### src/rtl/if_fetch_stage_pkg.sv
// Shared constants and exception codes for the instruction-fetch stage.
// Also holds the fetch address legality check used by the stage.
package if_fetch_stage_pkg;

    localparam logic [31:0] PC_RESET   = 32'h0000_3000;
    localparam logic [31:0] EXC_VECTOR = 32'h0000_4180;
    localparam logic [31:0] IMEM_BASE  = 32'h0000_3000;
    localparam logic [31:0] IMEM_LIMIT = 32'h0000_6FFF;

    typedef enum logic [4:0] {
        EXC_INT  = 5'd0,
        EXC_ADEL = 5'd4,
        EXC_ADES = 5'd5,
        EXC_RI   = 5'd10,
        EXC_OV   = 5'd12
    } exc_code_e;

    // A fetch must be word aligned and the whole word must lie inside instruction memory.
    function automatic logic addrFault(input logic [31:0] addr);
        return (addr[1:0] != 2'b00) || (addr < IMEM_BASE) || (addr > (IMEM_LIMIT - 32'd3));
    endfunction

endpackage

### src/rtl/if_fetch_stage_if.sv
// Control and data bundle between the fetch stage and its surroundings
// (hazard unit, decode redirect, CP0, instruction memory, IF/ID register).
interface if_fetch_stage_if;
    import if_fetch_stage_pkg::*;

    logic        stall;
    logic        redirect_valid;
    logic [31:0] redirect_target;
    logic        exc_req;
    logic        eret;
    logic [31:0] epc;
    logic [31:0] imem_addr;
    logic [31:0] imem_rdata;
    logic [31:0] pc_f;
    logic [31:0] add4_f;
    logic [5:0]  opcode_f;
    logic [4:0]  rs_f;
    logic [4:0]  rt_f;
    logic [4:0]  rd_f;
    logic [25:0] imm26_f;
    logic        exc_f;
    logic [4:0]  exc_code_f;

    modport master (
        output stall, redirect_valid, redirect_target, exc_req, eret, epc, imem_rdata,
        input  imem_addr, pc_f, add4_f, opcode_f, rs_f, rt_f, rd_f, imm26_f, exc_f, exc_code_f
    );

    modport slave (
        input  stall, redirect_valid, redirect_target, exc_req, eret, epc, imem_rdata,
        output imem_addr, pc_f, add4_f, opcode_f, rs_f, rt_f, rd_f, imm26_f, exc_f, exc_code_f
    );

endinterface

### src/rtl/if_fetch_stage_npc_sel.sv
// Next-PC priority selection plus the register that parks a branch/jump
// redirect which arrived while the pipeline was stalled.
module if_npc_sel
    import if_fetch_stage_pkg::*;
(
    input  logic        clk,
    input  logic        reset,
    input  logic        i_stall,
    input  logic        i_redirect_valid,
    input  logic [31:0] i_redirect_target,
    input  logic        i_exc_req,
    input  logic        i_eret,
    input  logic [31:0] i_epc,
    input  logic [31:0] i_pc,
    output logic [31:0] o_next_pc
);

    logic        r_pend_valid;
    logic [31:0] r_pend_target;

    // Exceptions and ERET flush any parked redirect; a newer stalled redirect overwrites it.
    always_ff @(posedge clk) begin
        if (reset) begin
            r_pend_valid  <= 1'b0;
            r_pend_target <= 32'h0;
        end else if (i_exc_req || i_eret) begin
            r_pend_valid  <= 1'b0;
        end else if (i_stall) begin
            if (i_redirect_valid) begin
                r_pend_valid  <= 1'b1;
                r_pend_target <= i_redirect_target;
            end
        end else begin
            r_pend_valid  <= 1'b0;
        end
    end

    // EPC is taken as-is so a misaligned return address faults in fetch.
    always_comb begin
        o_next_pc = i_pc + 32'd4;
        if (i_exc_req) begin
            o_next_pc = EXC_VECTOR;
        end else if (i_eret) begin
            o_next_pc = i_epc;
        end else if (i_stall) begin
            o_next_pc = i_pc;
        end else if (i_redirect_valid) begin
            o_next_pc = i_redirect_target;
        end else if (r_pend_valid) begin
            o_next_pc = r_pend_target;
        end
    end

endmodule

### src/rtl/if_fetch_stage.sv
// MIPS instruction-fetch stage: owns the PC, checks the fetch address and
// slices the instruction word for the IF/ID register.
module if_fetch_stage
    import if_fetch_stage_pkg::*;
(
    input  logic             clk,
    input  logic             reset,
    if_fetch_stage_if.slave  bus
);

    logic [31:0] r_pc;
    logic [31:0] w_next_pc;
    logic        w_fault;

    if_npc_sel u_npc_sel (
        .clk               (clk),
        .reset             (reset),
        .i_stall           (bus.stall),
        .i_redirect_valid  (bus.redirect_valid),
        .i_redirect_target (bus.redirect_target),
        .i_exc_req         (bus.exc_req),
        .i_eret            (bus.eret),
        .i_epc             (bus.epc),
        .i_pc              (r_pc),
        .o_next_pc         (w_next_pc)
    );

    always_ff @(posedge clk) begin
        if (reset) begin
            r_pc <= PC_RESET;
        end else begin
            r_pc <= w_next_pc;
        end
    end

    assign w_fault       = addrFault(r_pc);
    assign bus.imem_addr = r_pc;
    assign bus.pc_f      = r_pc;
    assign bus.add4_f    = r_pc + 32'd4;

    // A faulting fetch hands a NOP downstream along with the AdEL code.
    always_comb begin
        bus.exc_f      = 1'b0;
        bus.exc_code_f = EXC_INT;
        bus.opcode_f   = bus.imem_rdata[31:26];
        bus.rs_f       = bus.imem_rdata[25:21];
        bus.rt_f       = bus.imem_rdata[20:16];
        bus.rd_f       = bus.imem_rdata[15:11];
        bus.imm26_f    = bus.imem_rdata[25:0];
        if (w_fault) begin
            bus.exc_f      = 1'b1;
            bus.exc_code_f = EXC_ADEL;
            bus.opcode_f   = 6'd0;
            bus.rs_f       = 5'd0;
            bus.rt_f       = 5'd0;
            bus.rd_f       = 5'd0;
            bus.imm26_f    = 26'd0;
        end
    end

endmodule
### src/flat_wrapper.sv
// flat-port wrapper written by rule: the top's interface ports become plain ports
module if_fetch_stage_flat import if_fetch_stage_pkg::*;
  (clk, reset, bus_stall, bus_redirect_valid, bus_redirect_target, bus_exc_req, bus_eret, bus_epc, bus_imem_rdata, bus_imem_addr, bus_pc_f, bus_add4_f, bus_opcode_f, bus_rs_f, bus_rt_f, bus_rd_f, bus_imm26_f, bus_exc_f, bus_exc_code_f);
  if_fetch_stage_if bus_i ();
  input  logic clk;
  input  logic reset;
  input wire logic [$bits(bus_i.stall)-1:0] bus_stall;
  input wire logic [$bits(bus_i.redirect_valid)-1:0] bus_redirect_valid;
  input wire logic [$bits(bus_i.redirect_target)-1:0] bus_redirect_target;
  input wire logic [$bits(bus_i.exc_req)-1:0] bus_exc_req;
  input wire logic [$bits(bus_i.eret)-1:0] bus_eret;
  input wire logic [$bits(bus_i.epc)-1:0] bus_epc;
  input wire logic [$bits(bus_i.imem_rdata)-1:0] bus_imem_rdata;
  output wire logic [$bits(bus_i.imem_addr)-1:0] bus_imem_addr;
  output wire logic [$bits(bus_i.pc_f)-1:0] bus_pc_f;
  output wire logic [$bits(bus_i.add4_f)-1:0] bus_add4_f;
  output wire logic [$bits(bus_i.opcode_f)-1:0] bus_opcode_f;
  output wire logic [$bits(bus_i.rs_f)-1:0] bus_rs_f;
  output wire logic [$bits(bus_i.rt_f)-1:0] bus_rt_f;
  output wire logic [$bits(bus_i.rd_f)-1:0] bus_rd_f;
  output wire logic [$bits(bus_i.imm26_f)-1:0] bus_imm26_f;
  output wire logic [$bits(bus_i.exc_f)-1:0] bus_exc_f;
  output wire logic [$bits(bus_i.exc_code_f)-1:0] bus_exc_code_f;
  assign bus_i.stall = bus_stall;
  assign bus_i.redirect_valid = bus_redirect_valid;
  assign bus_i.redirect_target = bus_redirect_target;
  assign bus_i.exc_req = bus_exc_req;
  assign bus_i.eret = bus_eret;
  assign bus_i.epc = bus_epc;
  assign bus_i.imem_rdata = bus_imem_rdata;
  assign bus_imem_addr = bus_i.imem_addr;
  assign bus_pc_f = bus_i.pc_f;
  assign bus_add4_f = bus_i.add4_f;
  assign bus_opcode_f = bus_i.opcode_f;
  assign bus_rs_f = bus_i.rs_f;
  assign bus_rt_f = bus_i.rt_f;
  assign bus_rd_f = bus_i.rd_f;
  assign bus_imm26_f = bus_i.imm26_f;
  assign bus_exc_f = bus_i.exc_f;
  assign bus_exc_code_f = bus_i.exc_code_f;
  if_fetch_stage u_core (.clk(clk), .reset(reset), .bus(bus_i));
endmodule
### config.mk
export PLATFORM = sky130hd
export DESIGN_NAME = if_fetch_stage_flat
export DESIGN_NICKNAME = d
export VERILOG_FILES = /design/src/rtl/if_fetch_stage_pkg.sv /design/src/rtl/if_fetch_stage_if.sv /design/src/rtl/if_fetch_stage_npc_sel.sv /design/src/rtl/if_fetch_stage.sv /design/src/flat_wrapper.sv
export SDC_FILE = /design/constraint.sdc
export NUM_CORES = 1
export LEC_CHECK = 0
export ABC_CLOCK_PERIOD_IN_PS = 4260
export BUFFER_PORTS_ARGS = -buffer_cell sky130_fd_sc_hd__buf_2
export CORE_MARGIN = 10
export CORE_UTILIZATION = 30
export DETAILED_ROUTE_END_ITERATION = 16
export SLEW_MARGIN = 20
export SYNTH_ARGS = -nofsm -noshare
export SYNTH_HDL_FRONTEND = slang
export SYNTH_SLANG_ARGS = --single-unit
### constraint.sdc
create_clock -name clk -period 4.26 [get_ports clk]
set_clock_uncertainty 0.1 [all_clocks]
set_input_delay 0.426 -clock clk [delete_from_list [all_inputs] [get_ports clk]]
set_output_delay 0.426 -clock clk [all_outputs]
set_load 0.02 [all_outputs]
; Word-level counts from Yosys, hierarchy flattened
; Index checks and enable logic that the tools add are counted.
[totals]
reg_bits = 65
latchBits = 0
mem_bits_rw = 0
mem_bits_ro = 0
output_inout_bits = 149
elab_cells = 30
n_memories = 0
[classes]
addsub = 1
n_mul = 0
div_mod_pow = 0
order_cmp = 2
n_eq_ne = 2
shifts = 0
n_mux = 12
bitwise = 2
reduce_logical = 7
[ops]
columns = operator, count
row1 = two-way mux 32 bit, 4
row2 = adder 32 x 3 -> 32 bit (second input constant), 1
row3 = > comparator 32 x 15 -> 1 bit (second input constant), 1
row4 = less-than comparator 32 x 14 -> 1 bit (second input constant), 1
row5 = two-way mux 26 bit, 1
row6 = two-way mux 15 bit, 1
row7 = two-way mux 5 bit, 3
row8 = two-way mux 6 bit, 1
row9 = logical OR 1 bit, 3
row10 = two-way mux 3 bit, 1
row11 = != test 3 x 1 -> 1 bit (second input constant), 1
row12 = AND reduction 3 bit, 1
row13 = OR reduction 3 bit, 1
row14 = != test 2 x 1 -> 1 bit (second input constant), 1
row15 = inverter 1 bit, 2
row16 = nonzero test 2 bit, 1
row17 = OR reduction 2 bit, 1
row18 = two-way mux 1 bit, 1

; Longest topological paths before layout
[depth]
word_depth = 6
depth_mapped = 7
mapped_depth_nobuf = 6

; Modules after synthesis
; A second synthesis with hierarchy kept.
[unflattened]
cells_unflattened = 736
area_unflattened_um2 = 5425.2
[modules_own_cells]
columns = mod, n_inst, cells_per_inst, area_each_um2, seq_area_each_um2
row1 = if_npc_sel, 1, 483, 3264.4, 660.6
row2 = if_fetch_stage, 1, 253, 2160.8, 640.6

; Worst setup path before layout
; OpenSTA, ideal clock, no wires.
[synth_timing]
path_kind = reg-to-output
from = register u_core.r_pc[2], in the netlist u_core.bus.imem_addr[2]
to = output bus_add4_f[30]
arrival_time_ns = 2.292
required_time_ns = 3.734
slack_ns = 1.442
path_stages_with_launch = 7
cell_sequence = dfxtp_1 -> ha_1 -> nand3_1 -> or4_4 -> buf_6 -> o31a_1 -> or2_1
[synth_via]
elab_chain_cells = 1
[synth_rtl]
columns = item, line_no
row1 = start: declaration, if_fetch_stage.sv:11  ; logic [31:0] r_pc;
row2 = start signal: assignment, if_fetch_stage.sv:32  ; r_pc <= w_next_pc;
row3 = adder 32 x 3 -> 32 bit, if_fetch_stage.sv:39  ; assign bus.add4_f = r_pc + 32'd4;
row4 = end: declaration, flat_wrapper.sv:16  ; output wire logic [$bits(bus_i.add4_f)-1:0] bus_add4_f;
; Every way passes these cells.

; Worst setup path in the final report
; Same ends and word-level chain as after synthesis.

==> results_dict.tcl <==
set metrics [dict create \
    yosysTopAreaCell "dfxtp_1" \
    fin_ws_ns 0.9791 \
    initial_utilization_pct 30.67 \
    dieArea_mm2 0.02093 \
    synth_cell_types 59 \
    root_buffer "clkbuf_16" \
    cts_tree "done" \
    cts_setup_buffers 0 \
    yosysWarnings 0 \
    htree_levels 3 \
    crit_path_start_kind "register" \
    portBuffers 246 \
    synth_edf_count 0 \
    synth_common_cells "nand2_1, a21oi_1, dfxtp_1, buf_4, clkbuf_1" \
    slew_violations 0 \
    cap_violations 0 \
    rsz0062_at_grt "no" \
    setup_violations 0 \
    irDropWorstVdd_v 0.0001398 \
    die_w_um 144.7 \
    critPathCaptureType "output pin" \
    max_clock_freq_mhz 304.8 \
    worst-path-max-fanout 9 \
    leakagePower_uw 0.002760 \
    setup_tns_ns 0 \
    drtIter0Drc 485 \
    clkTransAtPathRegs_ns 0.06 \
    ys_ff_latch 65 \
    slew_headroom_pct 44.67 \
    synth.area.top_cells "dfxtp_1, buf_4, nand2_1, a21oi_1, and2_1" \
    hold_buffers 0 \
    syn_inst 649 \
    antenna_found_initial 3 \
    viasPerCell 5.318 \
    whs_ns 0.2257 \
    coreArea_mm2 0.01520 \
    finalCriticalPeriod_ns 3.281 \
    layout-drive-gt1-share_pct 35.29 \
    wirelength_mm 22.08 \
    hold_viol_final 0 \
    ioPinCount 251 \
    synthArstFlopShare_pct 0 \
    avgSynthCellArea_um2 7.183 \
    synth_top_area_share_pct 27.91 \
    ctsResizeCount 0 \
    layout.nets 915 \
    vias 5350 \
    rows 45 \
    area_delta_synth_final_pct 26.30 \
    clk_latency_ns 0.34 \
    syn-cell-area_mm2 0.004662 \
    numCtsBuffers 9 \
    grt_pass1_wl_mm 31.11 \
    post-synth-top-count-cell "nand2_1" \
    grt_max_degree 49 \
    place_ws_ns 1.338 \
    gp_congestion 0.8755 \
    grt_usage_pct 19.54 \
    dp_hpwl_mm 17.26 \
    grt_pass1_vias 4970 \
    power_density_mw_per_mm2 310.3 \
    critPathKind "reg -> out" \
    grt_overflow 0 \
    tightest_slew_ns 0.8299 \
    wl_per_cell_um 21.95 \
    drc 0 \
    worstHoldPathType "in -> reg" \
    drtPass1Iterations 5 \
    clockBufferDepth 2 \
    ant_nets 0 \
    numClockSinks 65 \
    ys.flop_type "dfxtp_1" \
    stdcell_area_mm2 0.005888 \
    crit_required_ns 3.73 \
    ys_seq_area_share_pct 27.91 \
    placed_area_mm2 0.005602 \
    fp.dieH_um 144.7 \
    arrival_ns 2.75 \
    min_period_over_period_pct 77.02 \
    status "finished clean" \
]
## cell usage in the layout, fill, tap and decap left out, types with 9 or more instances in the layout
cell,count
xnor2_1,15
nand3_1,20
dfxtp_1,65
and2_1,33
o21ai_0,29
clkbuf_16,9
buf_2,246
a21oi_1,65
nor4_1,14
nand2_1,106
and3_1,11
nand4_1,10
nor2_1,34
o211ai_1,9
nor3_1,9
## layout make-up
cell class,instances,area [um^2]
antenna,2,5.005
multi-input combinational,474,2744
timing repair buffer,254,1291
clock inverter,3,15.01
fill,1601,9314
tap,188,235.2
inverter,8,30.03
sequential,65,1301
clock buffer,12,266.5
## state kept, by name, indices dropped and copies added (netlist names), named ones only
signal and cells:
u_core.bus.imem_addr 30, u_core.u_npc_sel.r_pend_valid 1, u_core.u_npc_sel.r_pend_target 32
## logic make-up after synthesis
group / count (synthesis) / share of synthesized area (%)
buffers and inverters: 113 / 13.69
muxes: 3 / 0.6441
AOI/OAI and AO/OA: 169 / 23.13
DFF: 65 / 27.91
adders and majority gates: 1 / 0.2683
and+or+nand+nor: 275 / 30.14
xor gates and xnor gates: 22 / 4.133
other: 1 / 0.08044
## stage by stage
step | power (uW) | cells | utilization [%]
2_1_floorplan | 958.6 | 652 | -
3_3_place_gp | 1118 | 989 | 36.85
4_1_cts | 1828 | 1004 | 38.70
6_report | 1827 | 1006 | 38.73
5_1_grt | 1888 | 1005 | 38.72
3_5_place_dp | 1118 | 989 | 36.85
## worst paths after layout
check / startpoint / to / slack, ns / cells after the start
max reg2reg: u_core.bus.imem_addr[2] / u_core.bus.imem_addr[26] / 1.77 / 6
min reg2reg: u_core.u_npc_sel.r_pend_target[26] / u_core.u_npc_sel.r_pend_target[26] / 0.35 / 2
max: u_core.bus.imem_addr[2] / bus_add4_f[30] / 0.98 / 6
min: bus_epc[9] / u_core.bus.imem_addr[9] / 0.23 / 3
## metal layers
metal	share of wire, %	GRT usage (%)	vias up
met1	38	22.92	2461
met5	0.032	0	-
met4	2.2	5.691	2
li1	-	-	2573
met2	49	33.44	283
met3	11	6.030	31
## report_power, final
| group | switching [uW] | internal (uW) | total, uW | leakage, uW |
|---|---|---|---|---|
| Combinational | 279 | 149 | 427 | 0.00209 |
| Sequential | 46.1 | 631 | 677 | 0.000530 |
| Clock | 287 | 436 | 722 | 0.000144 |
| Total | 611 | 1220 | 1830 | 0.00276 |
## critical path, cell delays in order, from the launching register on
cell and delay (ns):
dfxtp_1 0.47, ha_1 0.29, nand3_1 0.27, or4_4 0.69, o31a_1 0.32, or2_1 0.22
buf_2 0.16
Note: power is estimated with default switching activity, not from simulation.
